File: src/rtl/frame_color_analyzer_if.sv
// Bus between the frame colour analyser and its surroundings: the frame-buffer
// read port plus the start / busy / result handshake towards the CPU side.
interface frame_color_analyzer_if #(
  parameter int AW = 15
);
  logic          start;
  logic [AW-1:0] mem_px_addr;
  logic [7:0]    mem_px_data;
  logic          busy;
  logic          result_valid;
  logic [1:0]    color;
  logic [AW:0]   cnt_r;
  logic [AW:0]   cnt_g;
  logic [AW:0]   cnt_b;

  // analyser side
  modport slave (
    input  start, mem_px_data,
    output mem_px_addr, busy, result_valid, color, cnt_r, cnt_g, cnt_b
  );

  // CPU / frame-buffer side
  modport master (
    output start, mem_px_data,
    input  mem_px_addr, busy, result_valid, color, cnt_r, cnt_g, cnt_b
  );
endinterface

File: src/rtl/frame_color_analyzer.sv
// Frame colour analyser: reads one stored RGB332 frame pixel by pixel, counts
// red / green / blue pixels and reports the dominant colour.
// Read timing: the first SCAN cycle is an address setup cycle (address 0 is
// driven but not yet issued); address k is issued in the following cycles and
// its byte is counted one cycle later under r_vld. The last byte is counted in
// DRAIN, the winner is registered in DECIDE, and DONE holds the result.
module frame_color_analyzer #(
  parameter int AW      = 15,
  parameter int NPIX    = 19200,
  parameter int MIN_PIX = 64
) (
  input  logic                   i_clk,
  input  logic                   i_rst,
  frame_color_analyzer_if.slave  io_bus
);

  typedef enum logic [2:0] {
    S_IDLE   = 3'd0,
    S_SCAN   = 3'd1,
    S_DRAIN  = 3'd2,
    S_DECIDE = 3'd3,
    S_DONE   = 3'd4
  } state_t;

  localparam logic [1:0]    C_NONE  = 2'd0;
  localparam logic [1:0]    C_RED   = 2'd1;
  localparam logic [1:0]    C_GREEN = 2'd2;
  localparam logic [1:0]    C_BLUE  = 2'd3;

  localparam logic [AW-1:0] LAST_ADDR = AW'(NPIX - 1);
  localparam logic [AW-1:0] ADDR_ONE  = AW'(1);
  localparam logic [AW:0]   CNT_ONE   = (AW+1)'(1);
  localparam logic [AW:0]   MIN_CNT   = (AW+1)'(MIN_PIX);

  state_t        r_state;
  state_t        w_next;
  logic [AW-1:0] r_addr;
  logic          r_first;   // address setup cycle at the start of a scan
  logic          r_vld;     // mem_px_data carries a pixel of this scan
  logic [AW:0]   r_cnt_r;
  logic [AW:0]   r_cnt_g;
  logic [AW:0]   r_cnt_b;
  logic [1:0]    r_color;

  logic          w_busy;
  logic          w_result_valid;
  logic          w_launch;
  logic [1:0]    w_px_cls;
  logic [1:0]    w_win_cls;
  logic [AW:0]   w_win_cnt;

  // Pure per-pixel classifier; the three colour classes never overlap.
  function automatic logic [1:0] classify(input logic [7:0] px);
    logic [2:0] r;
    logic [2:0] g;
    logic [1:0] b;
    logic [1:0] cls;
    r   = px[7:5];
    g   = px[4:2];
    b   = px[1:0];
    cls = C_NONE;
    if      (r >= 3'd4 && g <= 3'd2 && b <= 2'd1) cls = C_RED;
    else if (g >= 3'd4 && r <= 3'd2 && b <= 2'd1) cls = C_GREEN;
    else if (b >= 2'd2 && r <= 3'd2 && g <= 3'd2) cls = C_BLUE;
    return cls;
  endfunction

  assign w_px_cls = classify(io_bus.mem_px_data);

  // State register.
  always_ff @(posedge i_clk) begin
    if (i_rst) r_state <= S_IDLE;
    else       r_state <= w_next;
  end

  // Next-state logic; start is only honoured in IDLE and DONE.
  always_comb begin
    w_next = r_state;
    case (r_state)
      S_IDLE:   if (io_bus.start) w_next = S_SCAN;
      S_SCAN:   if (!r_first && r_addr == LAST_ADDR) w_next = S_DRAIN;
      S_DRAIN:  w_next = S_DECIDE;
      S_DECIDE: w_next = S_DONE;
      S_DONE:   if (io_bus.start) w_next = S_SCAN;
      default:  w_next = S_IDLE;
    endcase
  end

  // Handshake outputs decoded from the state.
  always_comb begin
    w_busy         = 1'b0;
    w_result_valid = 1'b0;
    case (r_state)
      S_SCAN, S_DRAIN, S_DECIDE: w_busy         = 1'b1;
      S_DONE:                    w_result_valid = 1'b1;
      default: ;
    endcase
  end

  // A new scan begins on the cycle the FSM leaves IDLE or DONE.
  assign w_launch = (w_next == S_SCAN) && (r_state != S_SCAN);

  // Address generator and read-valid pipeline.
  always_ff @(posedge i_clk) begin
    if (i_rst) begin
      r_addr  <= '0;
      r_first <= 1'b0;
      r_vld   <= 1'b0;
    end else begin
      r_vld <= (r_state == S_SCAN) && !r_first;
      if (w_launch) begin
        r_addr  <= '0;
        r_first <= 1'b1;
      end else if (r_state == S_SCAN) begin
        if (r_first)                  r_first <= 1'b0;
        else if (r_addr == LAST_ADDR) r_addr  <= '0;
        else                          r_addr  <= r_addr + ADDR_ONE;
      end
    end
  end

  // Per-class pixel counters, cleared when a scan is launched.
  always_ff @(posedge i_clk) begin
    if (i_rst || w_launch) begin
      r_cnt_r <= '0;
      r_cnt_g <= '0;
      r_cnt_b <= '0;
    end else if (r_vld) begin
      case (w_px_cls)
        C_RED:   r_cnt_r <= r_cnt_r + CNT_ONE;
        C_GREEN: r_cnt_g <= r_cnt_g + CNT_ONE;
        C_BLUE:  r_cnt_b <= r_cnt_b + CNT_ONE;
        default: ;
      endcase
    end
  end

  // Winner selection; ties resolve red over green over blue.
  always_comb begin
    w_win_cls = C_RED;
    w_win_cnt = r_cnt_r;
    if (r_cnt_g > w_win_cnt) begin
      w_win_cls = C_GREEN;
      w_win_cnt = r_cnt_g;
    end
    if (r_cnt_b > w_win_cnt) begin
      w_win_cls = C_BLUE;
      w_win_cnt = r_cnt_b;
    end
    if (w_win_cnt < MIN_CNT) w_win_cls = C_NONE;
  end

  // Result register, loaded in DECIDE and held through DONE.
  always_ff @(posedge i_clk) begin
    if (i_rst || w_launch)       r_color <= C_NONE;
    else if (r_state == S_DECIDE) r_color <= w_win_cls;
  end

  assign io_bus.mem_px_addr  = r_addr;
  assign io_bus.busy         = w_busy;
  assign io_bus.result_valid = w_result_valid;
  assign io_bus.color        = r_color;
  assign io_bus.cnt_r        = r_cnt_r;
  assign io_bus.cnt_g        = r_cnt_g;
  assign io_bus.cnt_b        = r_cnt_b;

endmodule

File: src/flat_wrapper.sv
// flat-port wrapper written by rule: the top's interface ports become plain ports
module frame_color_analyzer_flat 
#(
  parameter int AW      = 15,
  parameter int NPIX    = 19200,
  parameter int MIN_PIX = 64
)
  (i_clk, i_rst, io_bus_start, io_bus_mem_px_data, io_bus_mem_px_addr, io_bus_busy, io_bus_result_valid, io_bus_color, io_bus_cnt_r, io_bus_cnt_g, io_bus_cnt_b);
  frame_color_analyzer_if #(.AW(AW)) io_bus_i ();
  input  logic i_clk;
  input  logic i_rst;
  input wire logic [$bits(io_bus_i.start)-1:0] io_bus_start;
  input wire logic [$bits(io_bus_i.mem_px_data)-1:0] io_bus_mem_px_data;
  output wire logic [$bits(io_bus_i.mem_px_addr)-1:0] io_bus_mem_px_addr;
  output wire logic [$bits(io_bus_i.busy)-1:0] io_bus_busy;
  output wire logic [$bits(io_bus_i.result_valid)-1:0] io_bus_result_valid;
  output wire logic [$bits(io_bus_i.color)-1:0] io_bus_color;
  output wire logic [$bits(io_bus_i.cnt_r)-1:0] io_bus_cnt_r;
  output wire logic [$bits(io_bus_i.cnt_g)-1:0] io_bus_cnt_g;
  output wire logic [$bits(io_bus_i.cnt_b)-1:0] io_bus_cnt_b;
  assign io_bus_i.start = io_bus_start;
  assign io_bus_i.mem_px_data = io_bus_mem_px_data;
  assign io_bus_mem_px_addr = io_bus_i.mem_px_addr;
  assign io_bus_busy = io_bus_i.busy;
  assign io_bus_result_valid = io_bus_i.result_valid;
  assign io_bus_color = io_bus_i.color;
  assign io_bus_cnt_r = io_bus_i.cnt_r;
  assign io_bus_cnt_g = io_bus_i.cnt_g;
  assign io_bus_cnt_b = io_bus_i.cnt_b;
  frame_color_analyzer #(.AW(AW), .NPIX(NPIX), .MIN_PIX(MIN_PIX)) u_core (.i_clk(i_clk), .i_rst(i_rst), .io_bus(io_bus_i));
endmodule
File: config.mk
export PLATFORM = sky130hd
export DESIGN_NAME = frame_color_analyzer_flat
export DESIGN_NICKNAME = d
export VERILOG_FILES = /design/src/rtl/frame_color_analyzer_if.sv /design/src/rtl/frame_color_analyzer.sv /design/src/flat_wrapper.sv
export SDC_FILE = /design/constraint.sdc
export NUM_CORES = 1
export LEC_CHECK = 0
export CORE_MARGIN = 4
export CORE_UTILIZATION = 50
export CTS_CLUSTER_SIZE = 30
export DETAILED_ROUTE_END_ITERATION = 10
export DONT_BUFFER_PORTS = 1
export GPL_ROUTABILITY_DRIVEN = 0
export SLEW_MARGIN = 25
export SYNTH_ARGS = -nofsm -noshare
export SYNTH_HDL_FRONTEND = slang
export SYNTH_SLANG_ARGS = --single-unit
File: constraint.sdc
create_clock -name i_clk -period 9 [get_ports i_clk]
set_input_delay 0.9 -clock i_clk [delete_from_list [all_inputs] [get_ports i_clk]]
set_output_delay 0.9 -clock i_clk [all_outputs]
set_load 0.1 [all_outputs]
==> results of run 1 <==
worst paths after layout:
path                                       startpoint                                   to  slack (ps)  cells after the start
setup / recovery  u_core.io_bus.cnt_r[9]$_SDFFE_PP0P_  u_core.io_bus.color[1]$_SDFFE_PP0P_        3980                     14
hold / removal            u_core.r_first$_SDFFE_PP0P_          u_core.r_first$_SDFFE_PP0P_         520                      2
setup reg to reg  u_core.io_bus.cnt_r[9]$_SDFFE_PP0P_  u_core.io_bus.color[1]$_SDFFE_PP0P_        3980                     14
hold reg to reg           u_core.r_first$_SDFFE_PP0P_          u_core.r_first$_SDFFE_PP0P_         520                      2
per-layer routing:
layer	GRT usage, %	routed length (µm)	vias to the layer above
li1	-	-	1752
met2	32.87	4529	97
met1	27.10	4717	1609
met3	5.237	595	23
met5	0	0	-
met4	8.929	238	0
cells in the mapped netlist (all sizes together), types with 3 or more instances:
library cell	instances	share of area, %
nor2	74	7.0
dfxtp	70	34
ha	36	11
a21oi	28	3.4
xnor2	27	5.8
nand2	26	2.4
nand3	26	3.2
xor2	26	5.6
inv	21	1.9
nand4	21	3.2
mux2i	17	4.2
nor4	13	2.4
o21ai	12	1.5
and3	10	1.5
clkbuf	10	0.92
nor3	8	1.1
a21o	6	1.1
and4	6	1.3
nor2b	5	0.77
or3	5	0.77
and2	4	0.61
buf	3	0.73
nand3b	3	0.55
power groups by stage:
stage               sequential, mW  combinational (mW)  clock, mW
floorplan                    0.322              0.0176          0
global placement             0.322              0.0206          0
detailed placement           0.322              0.0209          0
CTS                          0.315              0.0209      0.267
global route                 0.315              0.0229      0.276
finish                       0.315              0.0208      0.258
registers in the layout, summed over array words and instances, names as in the netlist:
| register | cells |
|---|---|
| u_core.io_bus.cnt_r | 16 |
| u_core.io_bus.cnt_g | 16 |
| u_core.io_bus.color | 2 |
| u_core.io_bus.mem_px_addr | 15 |
| u_core.r_first | 1 |
| u_core.r_vld | 1 |
| u_core.r_state | 3 |
| u_core.io_bus.cnt_b | 16 |
kinds of logic (layout without fill, tap and decap cells):
logic type,Yosys count,in the layout,synth area share [%]
AND/OR/NAND/NOR,213,213,27.03
flip-flops,70,70,34.28
AO/OA/AOI/OAI,56,56,8.571
XOR/XNOR,53,53,11.36
adder cells (fa/ha/maj),36,36,11.02
buffers and inverters,34,69,3.582
multiplexers,17,17,4.163
layout by cell type (no fill, tap or decap), types with 3 or more instances in the layout:
| master | n |
|---|---|
| and2_1 | 4 |
| xnor2_1 | 27 |
| dfxtp_1 | 56 |
| clkinv_2 | 3 |
| and4_1 | 4 |
| xor2_1 | 26 |
| inv_1 | 21 |
| nor2_1 | 72 |
| nor4_1 | 12 |
| nor3_1 | 7 |
| clkbuf_8 | 10 |
| nand3b_1 | 3 |
| mux2i_1 | 17 |
| buf_4 | 32 |
| ha_1 | 36 |
| nand4_1 | 21 |
| a21o_1 | 6 |
| and3_1 | 10 |
| or3_1 | 5 |
| o21ai_0 | 12 |
| nor2b_1 | 5 |
| nand3_1 | 26 |
| a21oi_1 | 28 |
| nand2_1 | 26 |
| dfxtp_2 | 14 |
critical path, cell delays in order, from the launching register on:
cell and delay (ps):
dfxtp_1 1040, inv_1 250, ha_1 380, a21o_1 190
a21o_1 170, a221o_1 380, a2111oi_4 490, nor2_4 210
mux2i_1 180, ha_1 370, nand4_1 160, nor4_1 420
nand4_1 170, and3_1 190, a311o_1 310
layout make-up:
type | instances | area [µm²] | share of cell area, %
tap | 102 | 127.6 | 2.770
clock buffer | 10 | 137.6 | 2.988
inverter | 21 | 78.83 | 1.711
clock inverter | 6 | 61.31 | 1.331
timing repair buffer | 32 | 240.2 | 5.215
sequential | 70 | 1419 | 30.80
multi-input combinational | 375 | 2542 | 55.19
stage by stage:
stage | cell area, µm² | utilization, %
after global placement | 4390 | 55.95
after global routing | 4607 | 58.71
final | 4607 | 58.71
after floorplan | 4088 | -
after CTS | 4596 | 58.56
after detailed placement | 4397 | 56.03
==> impl_results.md, run 1 <==
* Worst EP required at 9240 ps
* Register area share after synthesis at 34.28%
* Clock Power Share at 43.4%
* Synthesized area at 4088 µm²
* Status: finished, final reports clean
* RSZ-0062 raised after global routing: no
* P_int at 0.4505 mW
* Core footprint at a little under 8000 µm²
* Worst-Skew Late Latency at 350 ps
* Die width at 98.42 µm
* Worst Clk Skew at 10.80 ps
* Placed insts at 600
* Final period util at 55.82%
* Vias in the first global route at approximately 3400
* Final WS setup at 3977 ps
* DRT Wirelength at between 10000 and 15000 µm
* # hold bufs at CTS at 0
* Power, Total at between 0.5 and 0.6 mW
* Total GRT Usage at 20.84%
* Iter 0 DRT Violations at 96
* Clock buffer depth at 2
* Count of non-filler cells in the finished layout at 616
* Hold WC Path Type: reg2reg
* Mapped Nets at 526
* First-pass GRT wire length at 16650 µm
* Die H at 98.42 µm
* WHS at 523.1 ps
* Critical path type: reg2reg
* Vias post-DR at about 3500
* Post-CTS Setup Bufs at 0
* # fillers at 739
* Detail Route Antenna Nets at 0
* Syn Inst Count at 479
* Post-Place Worst Slack at 4017 ps
* Post-CTS Resized at 0
* Post-synth EDFFs at 0
* Area growth syn-to-layout at 12.70%
* Predominant post-synthesis flop cell: dfxtp_1
* Vias per cell at 5.651
* Detailed-placement wirelength estimate at ~8000 µm
* DRC at 0
* DIE AREA at 9686 µm²
* Wire per inst at approximately 16 µm
* Sw Pwr at 0.1433 mW
* Worst Path Arrival at between 5000 and 6000 ps
* Synth cell types at between 40 and 50
* ANT cells at 0
* Initial antenna violation count at 0
* TritonCTS buffer count at 9
* IO Count at between 70 and 80
* CTS HTree Levels at 3
* Yosys warning total at 0
* Sw frac at 24.14%
* Max-slew violation count at 0
* Crit Path Max Fanout at 16
* Worst IR Drop VDD at 75.03 µV
* Avg Cell Area, Syn at 8.534 µm²
* Worst-margin pin slew at roughly 1100 ps
* # rows at 32
* Crit path capture type: register
* CTS root buffer: clkbuf_8
* Logic pwr share at 3.5%
* Grt ovf at 0
* Layout cell share with drive strength beyond 1 at 13.81%
* Max-Cap Viols at 0
* Max_slew headroom at 27.41%
* Largest net degree at the start of global routing at 30
* Final Hold Viols at 0
* CP Launch Type: register
* CTS sink cnt at 70
* Starting Density at approximately 52%
* P per Cell Area at 128.9 nW/µm²
* # nets final at around 560
* Flops & latches, synth at 70
* PortBufs at 0
* Sequential Power Share at 53.1%
* Leakage Power at 1.738 nW
* Tmin final at 5023 ps
* Final setup viols at 0
* FMAX at 199.1 MHz
* Setup total negative slack at 0 ps
* Router iterations before antenna repair at 4
* CTS tree: built
* Worst-path clk slew at about 80 ps
* Post-synth ARST share at 0%
Power figures use the tool's default switching activity.
==> inputs of run 2 (changes only) <==
- PLACE_DENSITY: not set -> 0.68
- clock period: 9 -> 4.5 ns (I/O delays scaled with it)
==> impl_results.md, run 2 (synthesis results as in run 1) <==
* Wire per inst at 16.31 µm (-0.33%)
* First-pass GRT wire length at 17080 µm (+2.6%)
* Worst IR Drop VDD at 155.0 µV (+110%)
* Iter 0 DRT Violations at 140 (+46%)
* Most frequent cells in the layout: nor2_1, dfxtp_1, buf_4
* CP Launch Type: register
* RSZ-0062 raised after global routing: no
* Final period util at 87.57% (+32 points)
* Grt ovf at 0 (unchanged)
* Clock buffer depth at 2 (unchanged)
* DRT Wirelength at 10410 µm (+3.2%)
* PortBufs at 0 (unchanged)
* CTS tree: built
* DIE AREA at 9686 µm² (unchanged)
* # rows at 32 (unchanged)
* FMAX at 253.8 MHz (+27%)
* CTS root buffer: clkbuf_8
* # hold bufs at CTS at 0 (unchanged)
* Detailed-placement wirelength estimate at 8230 µm (+5.9%)
* Total GRT Usage at 21.71% (+0.87 points)
* Post-CTS Setup Bufs at 0 (unchanged)
* Area growth syn-to-layout at 16.41%
* Crit Path Max Fanout at 16 (unchanged)
* Final Hold Viols at 0 (unchanged)
* Max-Cap Viols at 0 (unchanged)
* ANT cells at 0 (unchanged)
* P per Cell Area at 248.2 nW/µm² (+93%)
* Status: finished, final reports clean
* Worst-path clk slew at 80 ps (about the same)
* Largest net degree at the start of global routing at 28 (-6.7%)
* Detail Route Antenna Nets at 0 (unchanged)
* # fillers at 716 (-3.1%)
* Vias post-DR at 3593 (+3.2%)
* Most common cell after layout, fill and taps aside: nor2_1
* TritonCTS buffer count at 9 (unchanged)
* Worst Path Arrival at 4180 ps (-1080 ps)
* Setup total negative slack at 0 ps (unchanged)
* Post-CTS Resized at 0 (unchanged)
* CTS HTree Levels at 3 (unchanged)
* Layout cell share with drive strength beyond 1 at 15.67% (+1.9 points)
* Util after Layout at 60.63% (+1.9 points)
* Die width at 98.42 µm (unchanged)
* Max_slew headroom at 28.45% (+1.0 points)
* Hold WC Path Type: in2reg
* Vias in the first global route at 3497 (+3.3%)
* Die H at 98.42 µm (unchanged)
* Max-slew violation count at 0 (unchanged)
* Router iterations before antenna repair at 4 (unchanged)
* Worst-margin pin slew at 1072 ps (-15.52 ps)
* Initial antenna violation count at 0 (unchanged)
* Final setup viols at 0 (unchanged)
* CTS sink cnt at 70 (unchanged)
* Tmin final at 3940 ps (-1083 ps)
* Worst Clk Skew at 8.101 ps (-2.703 ps)
* Vias per cell at 5.632 (-0.34%)
* DRC at 0 (unchanged)
* Worst EP required at 4740 ps (-4500 ps)
* IO Count at 78 (unchanged)
* Crit path capture type: register
* Worst-Skew Late Latency at 350 ps (about the same)
* Leakage Power at 1.848 nW (+6.3%)
* Starting Density at 52.09% (unchanged)
* Core footprint at 7848 µm² (unchanged)
* Critical path type: reg2reg
* # nets final at 578 (+4.0%)
==> run 2: power by group <==
group          internal (mW)  total [mW]  switching, mW
registers              0.622       0.624        0.00250
clock network          0.258       0.508          0.251
logic                 0.0110      0.0486         0.0376
==> run 2: cell type report <==
type / instances / area (µm²) / share of cell area (%)
multi-input cells: 375 / 2542 / 53.43
clock buffers: 9 / 123.9 / 2.603
flip-flops and latches: 70 / 1408 / 29.58
well taps: 102 / 127.6 / 2.682
clock inverters: 7 / 72.57 / 1.525
inverters: 21 / 78.83 / 1.657
repair buffers: 54 / 405.4 / 8.520
==> run 2: layer usage <==
layer | up-vias | GRT usage (%) | wire length (µm)
met5 | - | 0 | 0
met4 | 0 | 10.71 | 239
met3 | 21 | 6.582 | 783
met2 | 98 | 36.35 | 5112
met1 | 1683 | 25.18 | 4270
li1 | 1791 | - | -
==> run 2: final timing paths <==
path / depth (start not counted) / to / slack, ps / from
min: 1 / u_core.r_state[1]$_SDFF_PP0_ / 160 / i_rst
max reg2reg: 14 / u_core.io_bus.color[1]$_SDFFE_PP0P_ / 560 / u_core.io_bus.cnt_r[9]$_SDFFE_PP0P_
max: 14 / u_core.io_bus.color[1]$_SDFFE_PP0P_ / 560 / u_core.io_bus.cnt_r[9]$_SDFFE_PP0P_
min reg2reg: 2 / u_core.r_first$_SDFFE_PP0P_ / 520 / u_core.r_first$_SDFFE_PP0P_
==> run 2: stage by stage <==
step / hold WS, ps / std cells / cell area [µm²] / power, mW / worst slack [ps]
6_report: 161.3 / 638 / 4758 / 1.181 / 559.5
5_1_grt: 145.8 / 638 / 4758 / 1.233 / 339.3
4_1_cts: 139.8 / 638 / 4757 / 1.194 / 567.8
3_5_place_dp: 518.5 / 622 / 4561 / 0.6876 / 599.4
3_3_place_gp: 495.1 / 622 / 4558 / 0.6866 / 645.2
2_1_floorplan: 485.1 / 479 / 4090 / 0.6797 / 10.04
==> run 2: critical path: stages, from the launching register on <==
cell and delay, ps:
dfxtp_2 330, inv_1 70, ha_1 280, a21o_1 180
a21o_1 180, a221o_1 390, a2111oi_4 450, nor2_4 210
mux2i_1 160, ha_1 340, nand4_1 170, nor4_1 390
nand4_1 170, and3_1 190, a311o_1 310
